<file path="src/rtl/a2bus_stream_pkg.sv">
// Shared definitions for the Apple II bus capture packet stream.
// Covers the packet layout, the flag bit positions and the drop-marker builder.
package a2bus_stream_pkg;

    localparam int unsigned PKT_W     = 32;
    localparam int unsigned ADDR_LSB  = 16;
    localparam int unsigned DATA_LSB  = 8;
    localparam int unsigned FLAGS_LSB = 0;

    localparam int unsigned FLAG_RW_N    = 7;
    localparam int unsigned FLAG_M2SEL_N = 6;
    localparam int unsigned FLAG_M2B0    = 5;
    localparam int unsigned FLAG_SW_GS   = 4;
    localparam int unsigned FLAG_MARKER  = 1;
    localparam int unsigned FLAG_RESET   = 0;

    localparam logic [15:0] MARKER_ADDR_DEFAULT = 16'hC0FE;

    typedef struct packed {
        logic [15:0] addr;
        logic [7:0]  data;
        logic [7:0]  flags;
    } a2bus_pkt_t;

    // The drop count rides in the data byte; only the marker flag is set.
    function automatic a2bus_pkt_t build_marker(input logic [15:0] addr,
                                                input logic [7:0]  drops);
        a2bus_pkt_t pkt;
        pkt.addr               = addr;
        pkt.data               = drops;
        pkt.flags              = 8'h00;
        pkt.flags[FLAG_MARKER] = 1'b1;
        return pkt;
    endfunction

endpackage

</file>
<file path="src/rtl/a2bus_pkt_ram.sv">
// Packet storage: synchronous write, asynchronous read, so it maps to distributed RAM.
module a2bus_pkt_ram
    import a2bus_stream_pkg::*;
#(
    parameter int unsigned ADDR_W = 4
) (
    input  logic              clk,
    input  logic              we,
    input  logic [ADDR_W-1:0] waddr,
    input  a2bus_pkt_t        wdata,
    input  logic [ADDR_W-1:0] raddr,
    output a2bus_pkt_t        rdata_c
);

    localparam int unsigned DEPTH = 2 ** ADDR_W;

    a2bus_pkt_t mem [DEPTH];

    always_ff @(posedge clk) begin
        if (we) begin
            mem[waddr] <= wdata;
        end
    end

    assign rdata_c = mem[raddr];

endmodule

</file>
<file path="src/rtl/a2bus_packet_fifo.sv">
// Elastic packet buffer between bus capture and the CAM serializer.
// Drops on overflow, then injects a drop-marker packet in stream order.
module a2bus_packet_fifo
    import a2bus_stream_pkg::*;
#(
    parameter int unsigned DEPTH_LOG2  = 4,
    parameter logic [15:0] MARKER_ADDR = MARKER_ADDR_DEFAULT
) (
    input  logic                  clk_logic,
    input  logic                  system_reset_n,
    input  logic                  wr_i,
    input  logic [31:0]           data_i,
    input  logic                  flush_i,
    output logic                  full_o,
    input  logic                  rd_busy_i,
    output logic                  wr_o,
    output logic [31:0]           data_o,
    output logic [DEPTH_LOG2:0]   level_o,
    output logic                  overflow_o,
    output logic [15:0]           drop_count_o
);

    localparam int unsigned DEPTH = 2 ** DEPTH_LOG2;
    localparam int unsigned PTR_W = DEPTH_LOG2 + 1;

    logic [PTR_W-1:0] wptr_q, wptr_d;
    logic [PTR_W-1:0] rptr_q, rptr_d;
    logic [PTR_W-1:0] level_d;
    logic [7:0]       pend_q, pend_d;
    logic [15:0]      drop_cnt_d;

    logic       empty_c;
    logic       full_c;
    logic       drop_c;
    logic       push_c;
    logic       pop_c;
    a2bus_pkt_t push_pkt_c;
    a2bus_pkt_t head_pkt_c;

    a2bus_pkt_ram #(
        .ADDR_W (DEPTH_LOG2)
    ) u_ram (
        .clk     (clk_logic),
        .we      (push_c),
        .waddr   (wptr_q[DEPTH_LOG2-1:0]),
        .wdata   (push_pkt_c),
        .raddr   (rptr_q[DEPTH_LOG2-1:0]),
        .rdata_c (head_pkt_c)
    );

    assign empty_c = (wptr_q == rptr_q);
    assign full_c  = (wptr_q[DEPTH_LOG2-1:0] == rptr_q[DEPTH_LOG2-1:0]) &&
                     (wptr_q[DEPTH_LOG2] != rptr_q[DEPTH_LOG2]);

    // Next-state: drop accounting, push/marker selection, pop, flush override.
    always_comb begin
        wptr_d     = wptr_q;
        rptr_d     = rptr_q;
        pend_d     = pend_q;
        drop_cnt_d = drop_count_o;
        push_c     = 1'b0;
        pop_c      = 1'b0;
        push_pkt_c = a2bus_pkt_t'(data_i);

        // Writes are refused while drops are pending so the marker lands first.
        drop_c = wr_i && (full_c || (pend_q != 8'd0));
        if (drop_c && (drop_count_o != 16'hFFFF)) begin
            drop_cnt_d = drop_count_o + 16'd1;
        end

        if (flush_i) begin
            wptr_d = '0;
            rptr_d = '0;
            pend_d = '0;
        end else begin
            if (wr_i && !drop_c) begin
                push_c = 1'b1;
            end else if (drop_c) begin
                if (pend_q != 8'hFF) begin
                    pend_d = pend_q + 8'd1;
                end
            end else if ((pend_q != 8'd0) && !full_c) begin
                push_c     = 1'b1;
                push_pkt_c = build_marker(MARKER_ADDR, pend_q);
                pend_d     = 8'd0;
            end

            pop_c = !empty_c && !rd_busy_i && !wr_o;

            if (push_c) begin
                wptr_d = wptr_q + PTR_W'(1);
            end
            if (pop_c) begin
                rptr_d = rptr_q + PTR_W'(1);
            end
        end

        level_d = wptr_d - rptr_d;
    end

    always_ff @(posedge clk_logic or negedge system_reset_n) begin
        if (!system_reset_n) begin
            wptr_q       <= '0;
            rptr_q       <= '0;
            pend_q       <= '0;
            drop_count_o <= '0;
            level_o      <= '0;
            full_o       <= 1'b0;
            overflow_o   <= 1'b0;
            wr_o         <= 1'b0;
            data_o       <= 32'h0;
        end else begin
            wptr_q       <= wptr_d;
            rptr_q       <= rptr_d;
            pend_q       <= pend_d;
            drop_count_o <= drop_cnt_d;
            level_o      <= level_d;
            full_o       <= (level_d == PTR_W'(DEPTH));
            overflow_o   <= (pend_d != 8'd0);
            wr_o         <= pop_c;
            if (pop_c) begin
                data_o <= head_pkt_c;
            end
        end
    end

endmodule

</file>
<file path="config.mk">
export PLATFORM = sky130hd
export DESIGN_NAME = a2bus_packet_fifo
export DESIGN_NICKNAME = d
export VERILOG_FILES = /design/src/rtl/a2bus_stream_pkg.sv /design/src/rtl/a2bus_pkt_ram.sv /design/src/rtl/a2bus_packet_fifo.sv
export SDC_FILE = /design/constraint.sdc
export NUM_CORES = 1
export LEC_CHECK = 0
export BUFFER_PORTS_ARGS = -buffer_cell sky130_fd_sc_hd__buf_2
export CORE_ASPECT_RATIO = 0.6
export CORE_MARGIN = 8
export CORE_UTILIZATION = 66
export DETAILED_ROUTE_END_ITERATION = 16
export GPL_ROUTABILITY_DRIVEN = 0
export PLACE_DENSITY_LB_ADDON = 0.25
export SYNTH_ARGS = -nofsm -noshare
export SYNTH_HDL_FRONTEND = slang
export SYNTH_HIERARCHICAL = 1
export SYNTH_SLANG_ARGS = --single-unit
</file>
<file path="constraint.sdc">
create_clock -name clk_logic -period 11.7 [get_ports clk_logic]
set_clock_uncertainty 0.1 [all_clocks]
set_input_delay 2.34 -clock clk_logic [delete_from_list [all_inputs] [get_ports clk_logic]]
set_output_delay 2.34 -clock clk_logic [all_outputs]
set_load 0.1 [all_outputs]
</file>
==> run metrics, run 1 <==
status=complete, no violations; placed inst area=0.0240 mm^2; Filler cells=1954; Crit path arrival time=5450 ps; Synth Area in Adders=0.577%; Post-DRT Antenna Nets=0; die width=257 um; Util after Layout=74.3%; most common cell in the netlist=edfxtp_1; R2R setup slack=6970 ps; HPWL after DPL=27.9 mm; Finished Layout Cells=1753; DRC Markers=0; GRT Overall Usage=24.3%; DR WL/cell=28.5 um; CORE AREA=0.0346 mm^2; peak fanout along the critical path=23; DIE HEIGHT=161 um; die area=0.0412 mm^2; Area Overhead vs Synth=12.0%; placed cells=1659; CTS tree=done; simple logic cell fraction of the synthesized area=3.97%; H-tree levels=2; final instance area=0.0257 mm^2; largest family of logic cells by synthesized area=multiplexers; vias per cell=6.61; fmax=188 MHz; P_leak=8.63 nW; worst hold path type=reg -> reg; crit share post-route=45.6%; Multi-input gate area=0.00555 mm^2; diode count=0; first-pass GRT wire length=75.1 mm; IO Count=93; Total Power=5.16 mW; CTS-repair resized insts=0; clk sinks=586; vias in the first global route=12000; FP Rows=53; Syn Area/Cell=20.2 um^2; post-synthesis xor/xnor area fraction=1.33%; antenna violations before repair=0; Synth cell types=51; top cell type's share of synthesized area=66.9%; share of cells above drive strength 1=31.9%; CP endpoint kind=flop; post-synth top area cell=edfxtp_1; Slew @ Worst Pin=1230 ps; # setup viols final=0; starting density of the core=66.4%; CTS Buf Count=50; largest net degree at the start of global routing=70; Crit path required time=11820 ps; post-synthesis net count=1182; Mapped Area=0.0230 mm^2; crit start category=input port; Synth Register Bits=586; CTS clk-pin slew, worst paths=70 ps; Peak VDD IR=0.186 mV; clk_lat worst skew=570 ps; post-CTS setup buffer count=0; CTS Root Cell=clkbuf_16; synth warn=6; Slew Viols, Final=0; initial DRC count=1455; register area=0.0172 mm^2; overflow left after global routing=0; drt pass-1 iters=5; setup TNS=0 ps; Buffers on Ports=92; RSZ-0062 raised after global routing=no; layout net count=1291; P per Cell Area=200 mW/mm^2; Crit Path Category=in -> reg; top cells by area, synth=edfxtp_1 (67%), mux4_2 (13%), dfrtp_1 (8.1%); Fin. Hold Viols=0; cts hold-fix bufs=0; sequential share of the synthesized area=75.0%; via count=11600; asr flop ratio synth=12.6%; clk buf depth=3; Max Cap Viol=0; Post-synth top cells=edfxtp_1 (512), mux4_2 (128), dfrtp_1 (74); Compound-Gate Fraction of Synth Area=2.79%; Max transition margin=17.9%; Post-synth EDFFs=512; Main synth FF type=edfxtp_1; crit path time final=5330 ps; mux cell area share after synthesis=14.8%; Post-Synthesis Cells=1135; final wirelength=50.0 mm
-- layout by cell type (no fill, tap or decap), types with 4 or more instances in the layout --
cell type | Yosys | final
nand2_1 | 42 | 42
nor2b_1 | 19 | 17
or2_2 | 14 | 14
mux4_2 | 128 | 128
clkbuf_1 | 23 | 11
nand3_1 | 14 | 14
edfxtp_1 | 512 | 512
buf_4 | 14 | 21
clkbuf_16 | 0 | 53
ha_1 | 9 | 9
nand4_1 | 6 | 6
nor4_1 | 5 | 5
nand2b_1 | 4 | 4
clkinv_2 | 0 | 6
clkbuf_8 | 0 | 11
xnor2_1 | 16 | 16
a21oi_1 | 4 | 4
inv_1 | 12 | 12
dfrtp_1 | 74 | 72
clkinv_1 | 0 | 7
bufinv_16 | 0 | 4
xor2_1 | 19 | 19
a21o_1 | 5 | 5
buf_2 | 5 | 91
nor2_4 | 0 | 15
a22oi_1 | 65 | 65
nor3_2 | 0 | 4
mux2_2 | 42 | 42
nor3_1 | 10 | 6
nor2_1 | 44 | 30
mux2i_1 | 4 | 4
-- logic make-up after synthesis --
logic type	Yosys count
AOI/OAI and AO/OA	85
xor gates and xnor gates	35
buffers and inverters	67
adders and majority gates	10
muxes	175
and+or+nand+nor	177
DFF	586
-- power breakdown --
part	total, mW	internal [mW]	switching [mW]
clock	1.71	0.985	0.720
sequential	2.42	2.35	0.0705
combinational	1.03	0.304	0.725
total	5.16	3.64	1.52
-- flip-flops by register name, indices dropped and copies added (netlist names) --
| signal | cells |
|---|---|
| u_ram/mem | 512 |
| data_o | 32 |
| drop_count_o | 16 |
| pend_q | 8 |
| level_o | 5 |
| rptr_q | 5 |
| wptr_q | 5 |
| full_o | 1 |
| overflow_o | 1 |
| wr_o | 1 |
-- final cells by class --
cell class	count	area share (%)
Clock inverter	19	0.744
Clock buffer	75	5.90
Multi-Input combinational cell	482	21.6
Inverter	12	0.175
Timing Repair Buffer	112	2.38
Sequential cell	586	67.0
Tap cell	467	2.27
-- per-layer routing --
layer  up-vias  GRT usage (%)  share of wire (%)  wire (um)
li1       4822              -                  -          -
met1      6091           35.3                 40      20200
met2       598           38.0                 48      23900
met3        71           5.03                9.9       4960
met4         0           6.13                2.1       1030
met5         -              0                  0          0
-- worst max-delay path, cell delays in order --
cell and delay (ps):
buf_2 160, a31o_2 250, a22oi_2 480, nor2b_1 370
nand3b_1 360, nor3_2 920, buf_4 550
-- final timing paths --
| check | start | endpoint | cells past startpoint |
|---|---|---|---|
| worst max-delay path | wr_i | u_ram/mem[4][13] | 7 |
| worst min-delay path | data_o[20] | data_o[20] | 1 |
| worst max register to register | rptr_q[1] | u_ram/mem[4][13] | 7 |
| worst min register to register | data_o[20] | data_o[20] | 1 |
| max in group asynchronous | system_reset_n | rptr_q[0] | 2 |
| min in group asynchronous | system_reset_n | data_o[27] | 1 |
-- stage by stage --
step	hold slack, ps	setup WS (ps)
2_1_floorplan	437	5130
3_3_place_gp	378	6030
3_5_place_dp	390	5920
4_1_cts	404	6480
5_1_grt	415	6280
6_report	402	6370
Note: power is estimated with default switching activity, not from simulation.
==> run 2: changes to the inputs <==
Settings changed: ABC_AREA set to 1, CORE_UTILIZATION 66 to 62.
Clock period 11.7 ns to 5.2 ns, I/O delays scaled along.
==> run 2 against run 1 <==
  * Flip-flop and latch count did not move
  * Clock power grew 110%
  * Count of clock-buffer cells in the layout decreased by 3
  * Cell count up 87%
  * Critical path type is now reg -> reg
  * Critical endpoint is now u_ram/mem[4][15]
  * Largest cell class unchanged
==> run metrics, run 2 <==
IO Count=93 (unchanged); post-synth top area cell=edfxtp_1 (unchanged); die area=0.0490 mm^2 (was 0.0412 mm^2); most common cell after layout, fill and taps aside=nand2_1 (was edfxtp_1); asr flop ratio synth=12.6% (unchanged); FP Rows=58 (was 53); largest net degree at the start of global routing=98 (was 70); Syn Area/Cell=9.99 um^2 (was 20.2 um^2); CTS Buf Count=52 (was 50); CTS tree=done (unchanged); CORE AREA=0.0417 mm^2 (was 0.0346 mm^2); die width=281 um (was 257 um); fmax=253 MHz; P_leak=12.6 nW (was 8.63 nW); RSZ-0062 raised after global routing=no (unchanged); Most Crowded Layer GR=met2 (unchanged); overflow left after global routing=0 (unchanged); top cell type's share of synthesized area=59.1% (was 66.9%); # setup viols final=0 (unchanged); crit-path max cell delay=1120 ps (was 920 ps); via count=18400 (was 11600); met3 GRT Util=8.03% (was 5.03%); final wirelength=68.4 mm (was 50.0 mm); Area Overhead vs Synth=9.10% (was 12.0%); synth warn=6 (unchanged); clk sinks=586 (unchanged); antenna violations before repair=3 (was 0); r2r endpoint=u_ram/mem[4][15] (was u_ram/mem[4][13]); vias per cell=5.64 (was 6.61); Post-DRT Antenna Nets=0 (unchanged); CTS Root Cell=clkbuf_16 (unchanged); sequential share of the synthesized area=66.2% (was 75.0%); Critical Path Start=rptr_q[0] (was wr_i); worst hold path type=reg -> reg (unchanged); Reg with most FFs=u_ram/mem (unchanged); post-CTS setup buffer count=0 (unchanged); DR WL/cell=20.9 um (was 28.5 um); CP Capture Point=u_ram/mem[4][15] (was u_ram/mem[4][13]); r2r startpoint=rptr_q[0] (was rptr_q[1]); R2R setup slack=1250 ps (was 6970 ps); setup TNS=0 ps (unchanged); Max Cap Viol=0 (unchanged); Largest register FFs=512 (unchanged); clk_lat worst skew=580 ps (was 570 ps); Slowest cell on crit path=nor2_4 (was nor3_2); status=complete, no violations (unchanged); crit path time final=3950 ps; Peak VDD IR=0.473 mV (was 0.186 mV); share of cells above drive strength 1=8.45% (was 31.9%); CP endpoint kind=flop (unchanged); met1 Resource Use GR=40.0% (was 35.3%); Synth cell types=36 (was 51); post-synthesis net count=2653 (was 1182); Crit path arrival time=4040 ps (was 5450 ps); met2 Use GR=40.6% (was 38.0%); layout net count=2705 (was 1291); top cells by area, synth=edfxtp_1 (59%), nand2_1 (13%), nand3_1 (8.0%) (was edfxtp_1 (67%), mux4_2 (13%), dfrtp_1 (8.1%)); Buffers on Ports=92 (unchanged); CTS clk-pin slew, worst paths=70 ps (about the same); Crit Path Category=reg -> reg (was in -> reg); Fin. Hold Viols=0 (unchanged); crit share post-route=76.0%; DRC Markers=0 (unchanged); Slew Viols, Final=0 (unchanged); Crit path required time=5280 ps (was 11820 ps); Post-synth EDFFs=512 (unchanged); Reg2Reg Depth=11 (was 7); Main synth FF type=edfxtp_1 (unchanged); Post-Synthesis Cells=2606 (was 1135); Mapped Area=0.0260 mm^2 (was 0.0230 mm^2); starting density of the core=62.5% (was 66.4%); clk buf depth=3 (unchanged); critical path cell sequence=inv_1 > nand2_1 > nand2_1 > nor2_1 > nand3b_2 > nand3_1 > nand2_1 > inv_2 > nor2_1 > nand3b_1 > nor2_4 (was buf_2 > a31o_2 > a22oi_2 > nor2b_1 > nand3b_1 > nor3_2 > buf_4); Filler cells=3129 (was 1954); HPWL after DPL=40.5 mm (was 27.9 mm); CTS-repair resized insts=0 (unchanged); worst setup margin=1250 ps (was 6370 ps); cts hold-fix bufs=0 (unchanged); Slew @ Worst Pin=1360 ps (was 1230 ps); Hold WS=369 ps (was 402 ps); first-pass GRT wire length=103 mm (was 75.1 mm); drt pass-1 iters=6 (was 5); H-tree levels=2 (unchanged); most frequent cells in the layout=nand2_1 (871), edfxtp_1 (512), inv_1 (468) (was edfxtp_1 (512), mux4_2 (128), buf_2 (91)); Max transition margin=9.03% (was 17.9%); initial DRC count=2687 (was 1455); most common cell in the netlist=nand2_1 (was edfxtp_1); Post-synth top cells=nand2_1 (871), edfxtp_1 (512), inv_1 (469) (was edfxtp_1 (512), mux4_2 (128), dfrtp_1 (74)); most used cell, CP=nand2_1; Setup WS pre-CTS=1200 ps (was 5920 ps); peak fanout along the critical path=57 (was 23); Largest regs=u_ram/mem x512, data_o x32, drop_count_o x16 (unchanged); vias in the first global route=17500 (was 12000); crit start category=flop (was input port); P per Cell Area=550 mW/mm^2 (was 200 mW/mm^2); Synth Register Bits=586 (unchanged); GRT Overall Usage=27.6% (was 24.3%); DIE HEIGHT=175 um (was 161 um)
-- run 2: worst min path at each step --
stage,from,to,slack [ps],cells after the start
floorplan,pend_q[0],pend_q[0],480,3
global placement,data_o[16],data_o[16],350,2
detailed placement,data_o[16],data_o[16],350,2
CTS,data_o[16],data_o[16],370,2
global route,data_o[0],data_o[0],400,2
finish,data_o[16],data_o[16],370,2
-- run 2: final cells by class --
class | count | area (um^2) | area share [%]
clock inverter | 23 | 133 | 0.467
clock buffer | 72 | 1450 | 5.10
tap | 570 | 713 | 2.51
antenna | 1 | 2.50 | 0.00881
inverter | 474 | 1790 | 6.31
sequential | 586 | 17200 | 60.7
timing repair buffer | 116 | 693 | 2.44
multi-input combinational | 1428 | 6390 | 22.5
-- run 2: where the power goes --
part / leakage [nW] / total (mW) / internal [mW] / switching [mW]
sequential: 5.56 / 6.08 / 5.81 / 0.271
combinational: 6.29 / 5.89 / 1.27 / 4.63
clock: 0.771 / 3.65 / 1.99 / 1.67
-- run 2: kinds of logic after synthesis --
logic type | Yosys count | share of synthesized area [%]
and+or+nand+nor | 1362 | 22.1
buffers and inverters | 592 | 9.80
DFF | 586 | 66.2
AOI/OAI and AO/OA | 32 | 0.620
xor gates and xnor gates | 24 | 0.807
adders and majority gates | 10 | 0.509
-- run 2: worst max-delay path: cells and delay by family, from the launching register on --
kind / cells / cell delay (ps)
flops: 1 / 720
simple gates: 9 / 2400
buf+inv: 2 / 300
-- run 2: metrics by stage --
step / area [um^2] / utilization [%] / total power [mW] / instances
after global routing: 28400 / 68.2 / 16.3 / 3269
after CTS: 28400 / 68.1 / 15.5 / 3268
final: 28400 / 68.2 / 15.6 / 3270
after floorplan: 26000 / - / 10.5 / 2606
after detailed placement: 26800 / 64.3 / 11.9 / 3173
after global placement: 26800 / 64.3 / 11.8 / 3173
-- run 2: routing by layer --
metal | share of wire, % | wire length, um
met5 | 0.20 | 138
met2 | 44 | 29900
met3 | 14 | 9250
met4 | 2.5 | 1680
met1 | 40 | 27500
